`src/rtl/pwm_to_servo_if.sv`:
```
// Signal bundle between a servo-style PWM source and the pwm_to_servo capture block.
// The master drives the PWM line; the slave (capture block) returns the decoded position.
interface pwm_to_servo_if;
  logic       pwm_in;
  logic [7:0] servo_out;
  logic       update;
  logic       valid;
  logic       lost;
  logic       sat;

  modport master (
    output pwm_in,
    input  servo_out, update, valid, lost, sat
  );

  modport slave (
    input  pwm_in,
    output servo_out, update, valid, lost, sat
  );
endinterface

```
`src/rtl/pwm_to_servo.sv`:
```
// Servo PWM capture: measures pulse high time in units of CLKS_PER_LSB cycles and flags signal loss.
// Optional input deglitch filter enabled by defining PWM_DEGLITCH_EN.
module pwm_to_servo #(
  parameter int CLKS_PER_LSB    = 1000,
  parameter int TIMEOUT_CYCLES  = 2000000,
  parameter int DEGLITCH_CYCLES = 4
) (
  input  logic          clk,
  input  logic          rst,
  pwm_to_servo_if.slave bus
);

  localparam int DW = (CLKS_PER_LSB > 1) ? $clog2(CLKS_PER_LSB) : 1;
  localparam int PW = $clog2(TIMEOUT_CYCLES + 1);
  localparam logic [DW-1:0] DIV_LAST  = DW'(CLKS_PER_LSB - 1);
  localparam logic [PW-1:0] PER_LIMIT = PW'(TIMEOUT_CYCLES);

  typedef enum logic [1:0] {
    IDLE = 2'd0,
    HIGH = 2'd1,
    LOW  = 2'd2
  } state_e;

  state_e        state_q, state_d;
  logic          s1_q, s1_d, s2_q, s2_d, s3_q, s3_d;
  logic [1:0]    fill_q, fill_d;
  logic          armed_q, armed_d;
  logic [DW-1:0] div_q, div_d;
  logic [8:0]    code_q, code_d;
  logic [PW-1:0] per_q, per_d;
  logic [7:0]    servo_q, servo_d;
  logic          update_q, update_d;
  logic          valid_q, valid_d;
  logic          lost_q, lost_d;
  logic          sat_q, sat_d;

  logic          cond;
  logic          rise, fall, rise_ok, timeout;
  logic [DW-1:0] div_base, div_step;
  logic [8:0]    code_base, code_step;
  logic          wrap;

  // The synchronizer resets low, so a line already high at reset release would
  // look like a rise; only accept rises once a real low sample has reached s2.
  always_comb begin
    s1_d    = bus.pwm_in;
    s2_d    = s1_q;
    s3_d    = cond;
    fill_d  = {fill_q[0], 1'b1};
    armed_d = armed_q | (fill_q[1] & ~s2_q);
  end

`ifdef PWM_DEGLITCH_EN
  localparam int GW = $clog2(DEGLITCH_CYCLES + 1);

  logic          filt_q, filt_d;
  logic [GW-1:0] gcnt_q, gcnt_d;

  always_comb begin
    filt_d = filt_q;
    gcnt_d = '0;
    if (s2_q != filt_q) begin
      if (gcnt_q == GW'(DEGLITCH_CYCLES - 1)) begin
        filt_d = s2_q;
      end else begin
        gcnt_d = gcnt_q + GW'(1);
      end
    end
  end

  always_ff @(posedge clk or negedge rst) begin
    if (!rst) begin
      filt_q <= 1'b0;
      gcnt_q <= '0;
    end else begin
      filt_q <= filt_d;
      gcnt_q <= gcnt_d;
    end
  end

  assign cond = filt_q;
`else
  // The filter length has no role without the deglitch stage.
  logic unused_deglitch;
  assign unused_deglitch = (DEGLITCH_CYCLES > 0);
  assign cond = s2_q;
`endif

  assign rise    = cond & ~s3_q;
  assign fall    = ~cond & s3_q;
  assign rise_ok = rise & armed_q;
  assign timeout = (state_q != IDLE) && (per_q == PER_LIMIT);

  // One prescaler step; a rise restarts from zero and still counts its own cycle.
  always_comb begin
    div_base  = rise_ok ? '0 : div_q;
    code_base = rise_ok ? '0 : code_q;
    wrap      = (div_base == DIV_LAST);
    div_step  = wrap ? '0 : div_base + DW'(1);
    code_step = (wrap && !code_base[8]) ? code_base + 9'd1 : code_base;
  end

  always_comb begin
    // NOTE: every signal gets its hold value first so no path leaves it unassigned (no latches).
    state_d  = state_q;
    div_d    = div_q;
    code_d   = code_q;
    per_d    = per_q;
    servo_d  = servo_q;
    update_d = 1'b0;
    valid_d  = valid_q;
    lost_d   = lost_q;
    sat_d    = sat_q;

    if (rise_ok) begin
      state_d = HIGH;
      per_d   = '0;
      div_d   = div_step;
      code_d  = code_step;
    end else if (timeout) begin
      state_d = IDLE;
      per_d   = '0;
      lost_d  = 1'b1;
      valid_d = 1'b0;
    end else if (state_q == HIGH && fall) begin
      state_d  = LOW;
      per_d    = per_q + PW'(1);
      servo_d  = code_q[8] ? 8'hFF : code_q[7:0];
      sat_d    = code_q[8];
      update_d = 1'b1;
      valid_d  = 1'b1;
      lost_d   = 1'b0;
    end else if (state_q != IDLE) begin
      per_d = per_q + PW'(1);
      if (state_q == HIGH) begin
        div_d  = div_step;
        code_d = code_step;
      end
    end
  end

  always_ff @(posedge clk or negedge rst) begin
    if (!rst) begin
      s1_q     <= 1'b0;
      s2_q     <= 1'b0;
      s3_q     <= 1'b0;
      fill_q   <= '0;
      armed_q  <= 1'b0;
      state_q  <= IDLE;
      div_q    <= '0;
      code_q   <= '0;
      per_q    <= '0;
      servo_q  <= '0;
      update_q <= 1'b0;
      valid_q  <= 1'b0;
      lost_q   <= 1'b0;
      sat_q    <= 1'b0;
    end else begin
      // NOTE: non-blocking so every register samples the pre-edge value of the others.
      s1_q     <= s1_d;
      s2_q     <= s2_d;
      s3_q     <= s3_d;
      fill_q   <= fill_d;
      armed_q  <= armed_d;
      state_q  <= state_d;
      div_q    <= div_d;
      code_q   <= code_d;
      per_q    <= per_d;
      servo_q  <= servo_d;
      update_q <= update_d;
      valid_q  <= valid_d;
      lost_q   <= lost_d;
      sat_q    <= sat_d;
    end
  end

  assign bus.servo_out = servo_q;
  assign bus.update    = update_q;
  assign bus.valid     = valid_q;
  assign bus.lost      = lost_q;
  assign bus.sat       = sat_q;

endmodule

```
`src/flat_wrapper.sv`:
```
// flat-port wrapper written by rule: the top's interface ports become plain ports
module pwm_to_servo_flat 
#(
  parameter int CLKS_PER_LSB    = 1000,
  parameter int TIMEOUT_CYCLES  = 2000000,
  parameter int DEGLITCH_CYCLES = 4
)
  (clk, rst, bus_pwm_in, bus_servo_out, bus_update, bus_valid, bus_lost, bus_sat);
  pwm_to_servo_if bus_i ();
  input  logic clk;
  input  logic rst;
  input wire logic [$bits(bus_i.pwm_in)-1:0] bus_pwm_in;
  output wire logic [$bits(bus_i.servo_out)-1:0] bus_servo_out;
  output wire logic [$bits(bus_i.update)-1:0] bus_update;
  output wire logic [$bits(bus_i.valid)-1:0] bus_valid;
  output wire logic [$bits(bus_i.lost)-1:0] bus_lost;
  output wire logic [$bits(bus_i.sat)-1:0] bus_sat;
  assign bus_i.pwm_in = bus_pwm_in;
  assign bus_servo_out = bus_i.servo_out;
  assign bus_update = bus_i.update;
  assign bus_valid = bus_i.valid;
  assign bus_lost = bus_i.lost;
  assign bus_sat = bus_i.sat;
  pwm_to_servo #(.CLKS_PER_LSB(CLKS_PER_LSB), .TIMEOUT_CYCLES(TIMEOUT_CYCLES), .DEGLITCH_CYCLES(DEGLITCH_CYCLES)) u_core (.clk(clk), .rst(rst), .bus(bus_i));
endmodule
```
`config.mk`:
```
export PLATFORM = sky130hd
export DESIGN_NAME = pwm_to_servo_flat
export DESIGN_NICKNAME = d
export VERILOG_FILES = /design/src/rtl/pwm_to_servo_if.sv /design/src/rtl/pwm_to_servo.sv /design/src/flat_wrapper.sv
export SDC_FILE = /design/constraint.sdc
export NUM_CORES = 1
export LEC_CHECK = 0
export ABC_AREA = 1
export CAP_MARGIN = 10
export CORE_ASPECT_RATIO = 0.5
export CORE_MARGIN = 2
export CORE_UTILIZATION = 50
export CTS_CLUSTER_SIZE = 20
export DETAILED_ROUTE_END_ITERATION = 6
export PLACE_DENSITY = 0.7
export SYNTH_ARGS = -nofsm -noshare
export SYNTH_HDL_FRONTEND = slang
export SYNTH_SLANG_ARGS = --single-unit
```
`constraint.sdc`:
```
create_clock -name clk -period 2.05 [get_ports clk]
set_clock_uncertainty 0.2 [all_clocks]
set_input_delay 0.3075 -clock clk [delete_from_list [all_inputs] [get_ports clk]]
set_output_delay 0.3075 -clock clk [all_outputs]
set_load 0.005 [all_outputs]
```
==> results.json <==
{
  "rrSetupSlack_ps": 130,
  "ant_nets": 0,
  "clock_latency_ps": 330,
  "root_buffer": "clkbuf_16",
  "synth-edff-count": 0,
  "cts_tree": "yes",
  "post_drt_wl_per_cell_um": 12.1,
  "routed_via_density": 5.01,
  "dieArea_um2": 7620,
  "yosys_register_bits": 60,
  "drive_gt1_share_pct": 17.5,
  "yosysUniqueCellTypes": 34,
  "multiInputGateArea_um2": 1730,
  "yosysSeqAreaShare_pct": 43.5,
  "regArea_um2": 1500,
  "gp_congestion": 0.852,
  "max_freq_mhz": 521,
  "start_util_pct": 51.7,
  "synthFlopType": "dfrtp_1",
  "drv_cap": 0,
  "syn_area_um2": 3450,
  "io_buffers": 14,
  "hold_ws_ps": 148,
  "cp_max_fo": 6,
  "fillers": 601,
  "synth_nets": 473,
  "die_x_um": 121,
  "async_flop_share_pct": 100,
  "critPathCaptureType": "register",
  "syn_inst": 466,
  "grt_pass1_wl_mm": 12.8,
  "fin_crit_sh_pct": 93.6,
  "cts_buffers": 9,
  "yosysTopAreaCell": "dfrtp_1",
  "ir_worst_vdd_v": 0.000577,
  "grt-ovfl-total": 0,
  "core-area_um2": 6670,
  "nNetsFinal": 516,
  "arrival_ps": 1920,
  "antenna_found_initial": 0,
  "cts_buffer_depth": 2,
  "synthTopCellsByArea": "dfrtp_1 44%, nand2_1 14%, nand3_1 6.5%, nor2_1 6.0%, inv_1 5.9%",
  "rows": 21,
  "synth-warning-count": 0,
  "required_ps": 2050,
  "cp-start-kind": "register",
  "setup_viol": 0,
  "drt_first_pass_iters": 5,
  "place_area_um2": 3830,
  "num_vias": 3033,
  "pre_cts_ws_ps": -12.1,
  "routed_wl_mm": 7.34,
  "drv_slew": 0,
  "status": "finished, final reports clean",
  "htree_num_levels": 3,
  "synth_top_area_share_pct": 43.5,
  "power_density_nw_per_um2": 870,
  "min_path_type": "reg2reg",
  "tns_ps": 0,
  "grt_max_degree": 24,
  "total_power_mw": 3.70,
  "synth_area_per_cell_um2": 7.41,
  "slew_headroom_pct": 63.9,
  "setup_slack_ps": 131,
  "grt_pass1_vias": 2844,
  "cellLeakagePower_nw": 2.01,
  "ioPinCount": 15,
  "hold_viol_final": 0,
  "period_needed_ps": 1920,
  "die_height_um": 62.7,
  "drtIter0Drc": 150,
  "area_growth_pct": 23.2,
  "drt_drc_violations_left": 0,
  "n_antenna_cell": 0,
  "cts.sinks": 60,
  "worst-setup-path-type": "reg2reg",
  "dpl.hpwl_mm": 5.18,
  "path_clk_slew_ps": 50,
  "grt_usage_pct": 21.5,
  "tightest_slew_ps": 542,
  "fin_area_um2": 4250
}
-- sequential cells by signal, indices dropped and copies added, names as in the netlist --
name                  cells
u_core.code_q             9
u_core.state_q            2
u_core.div_q             10
u_core.s1_q               1
u_core.bus.sat            1
u_core.fill_q             2
u_core.bus.update         1
u_core.s3_q               1
u_core.armed_q            1
u_core.bus.servo_out      8
u_core.bus.valid          1
u_core.per_q             21
u_core.bus.lost           1
u_core.cond               1
-- final cells by class --
| class | count | area share [%] |
|---|---|---|
| sequential | 60 | 35.3 |
| timing repair buffer | 43 | 9.04 |
| tap | 92 | 2.71 |
| clock inverter | 5 | 1.83 |
| multi-input combinational | 339 | 40.7 |
| clock buffer | 10 | 5.39 |
| inverter | 56 | 5.00 |
-- repair_timing --
| item | in CTS | in global routing |
|---|---|---|
| hold buffers | 1 | 0 |
| pin swaps | 0 | 3 |
| resized for setup | 3 | 15 |
| endpoints found under the setup margin | 8 | 18 |
| setup buffers | 1 | 3 |
| hold endpoints to repair | 19 | 0 |
-- cell usage in the layout (no fill, tap or decap), types with 3 or more instances in the layout --
cell type,n
xnor2_1,3
nand3_1,42
a21oi_1,8
inv_1,51
o21ai_1,7
clkbuf_16,9
dfrtp_1,60
ha_1,3
buf_4,25
inv_2,4
clkdlybuf4s50_1,13
xor2_1,6
nor2_2,15
nand2_1,126
nand3_2,5
nor3_1,11
o21ai_2,5
nand4_1,13
nor2_4,4
nand3b_1,3
nand2_2,6
nor2_1,49
o21ai_0,19
-- worst max-delay path, stage by stage, from the launching register on --
cell	delay, ps
dfrtp_1	370
inv_1	90
nand3_4	130
inv_4	120
nor2_1	50
ha_1	220
nand3_2	120
inv_1	80
nand3_2	110
inv_2	60
nand2_1	70
nand2_1	50
nand2_1	50
o21ai_1	60
-- metrics by stage --
step | utilization, % | std cells
6_report | 63.7 | 605
4_1_cts | 62.4 | 602
5_1_grt | 63.7 | 605
2_1_floorplan | - | 466
3_5_place_dp | 57.5 | 585
3_3_place_gp | 57.5 | 585
-- cell families after synthesis --
kind of cell	Yosys count	share of synthesized area [%]
AND/OR/NAND/NOR	282	37.2
AO/OA/AOI/OAI	43	6.93
adder cells (fa/ha/maj)	4	1.45
flip-flops	60	43.5
buffers and inverters	67	8.52
other	1	0.109
XOR/XNOR	9	2.28
-- synthesized netlist by cell type, types with 2 or more instances --
library cell and instances:
clkbuf_1 2, nor3_1 11, o21ai_0 19, nand2_1 128
a21oi_1 9, buf_2 4, ha_1 4, inv_2 2
inv_1 54, nor2_1 55, nand3_1 45, nand4_1 13
nand3_2 2, xor2_1 6, dfrtp_1 60, xnor2_1 3
nor2_2 12, and3_1 2, nand2_4 3, buf_8 2
nand2_2 4, o21ai_1 7, o21ai_2 5, buf_4 2
nand3b_1 3
-- metal layers --
layer  vias up  GRT usage (%)  share of wire (%)  routed length (um)
li1       1563              -                  -                   -
met1      1417           28.1                 48                3560
met2        42           34.3                 46                3400
met3        11           6.30                3.7                 268
met4         0           7.33                1.5                 108
met5         -              0                  0                   0
-- power by group --
part	total [mW]	switching [mW]	internal [mW]
Combinational	0.739	0.437	0.302
Sequential	1.40	0.0944	1.30
Clock	1.56	0.512	1.05
Total	3.70	1.04	2.65
-- final timing paths --
check,from,end,cells past startpoint
worst max-delay path,u_core.s3_q,u_core.code_q[1],13
worst min-delay path,u_core.fill_q[0],u_core.fill_q[1],0
worst max register to register,u_core.s3_q,u_core.code_q[1],13
worst min register to register,u_core.fill_q[0],u_core.fill_q[1],0
max in group asynchronous,rst,u_core.per_q[11],3
min in group asynchronous,rst,u_core.div_q[9],2
(Power assumes the default switching activity.)
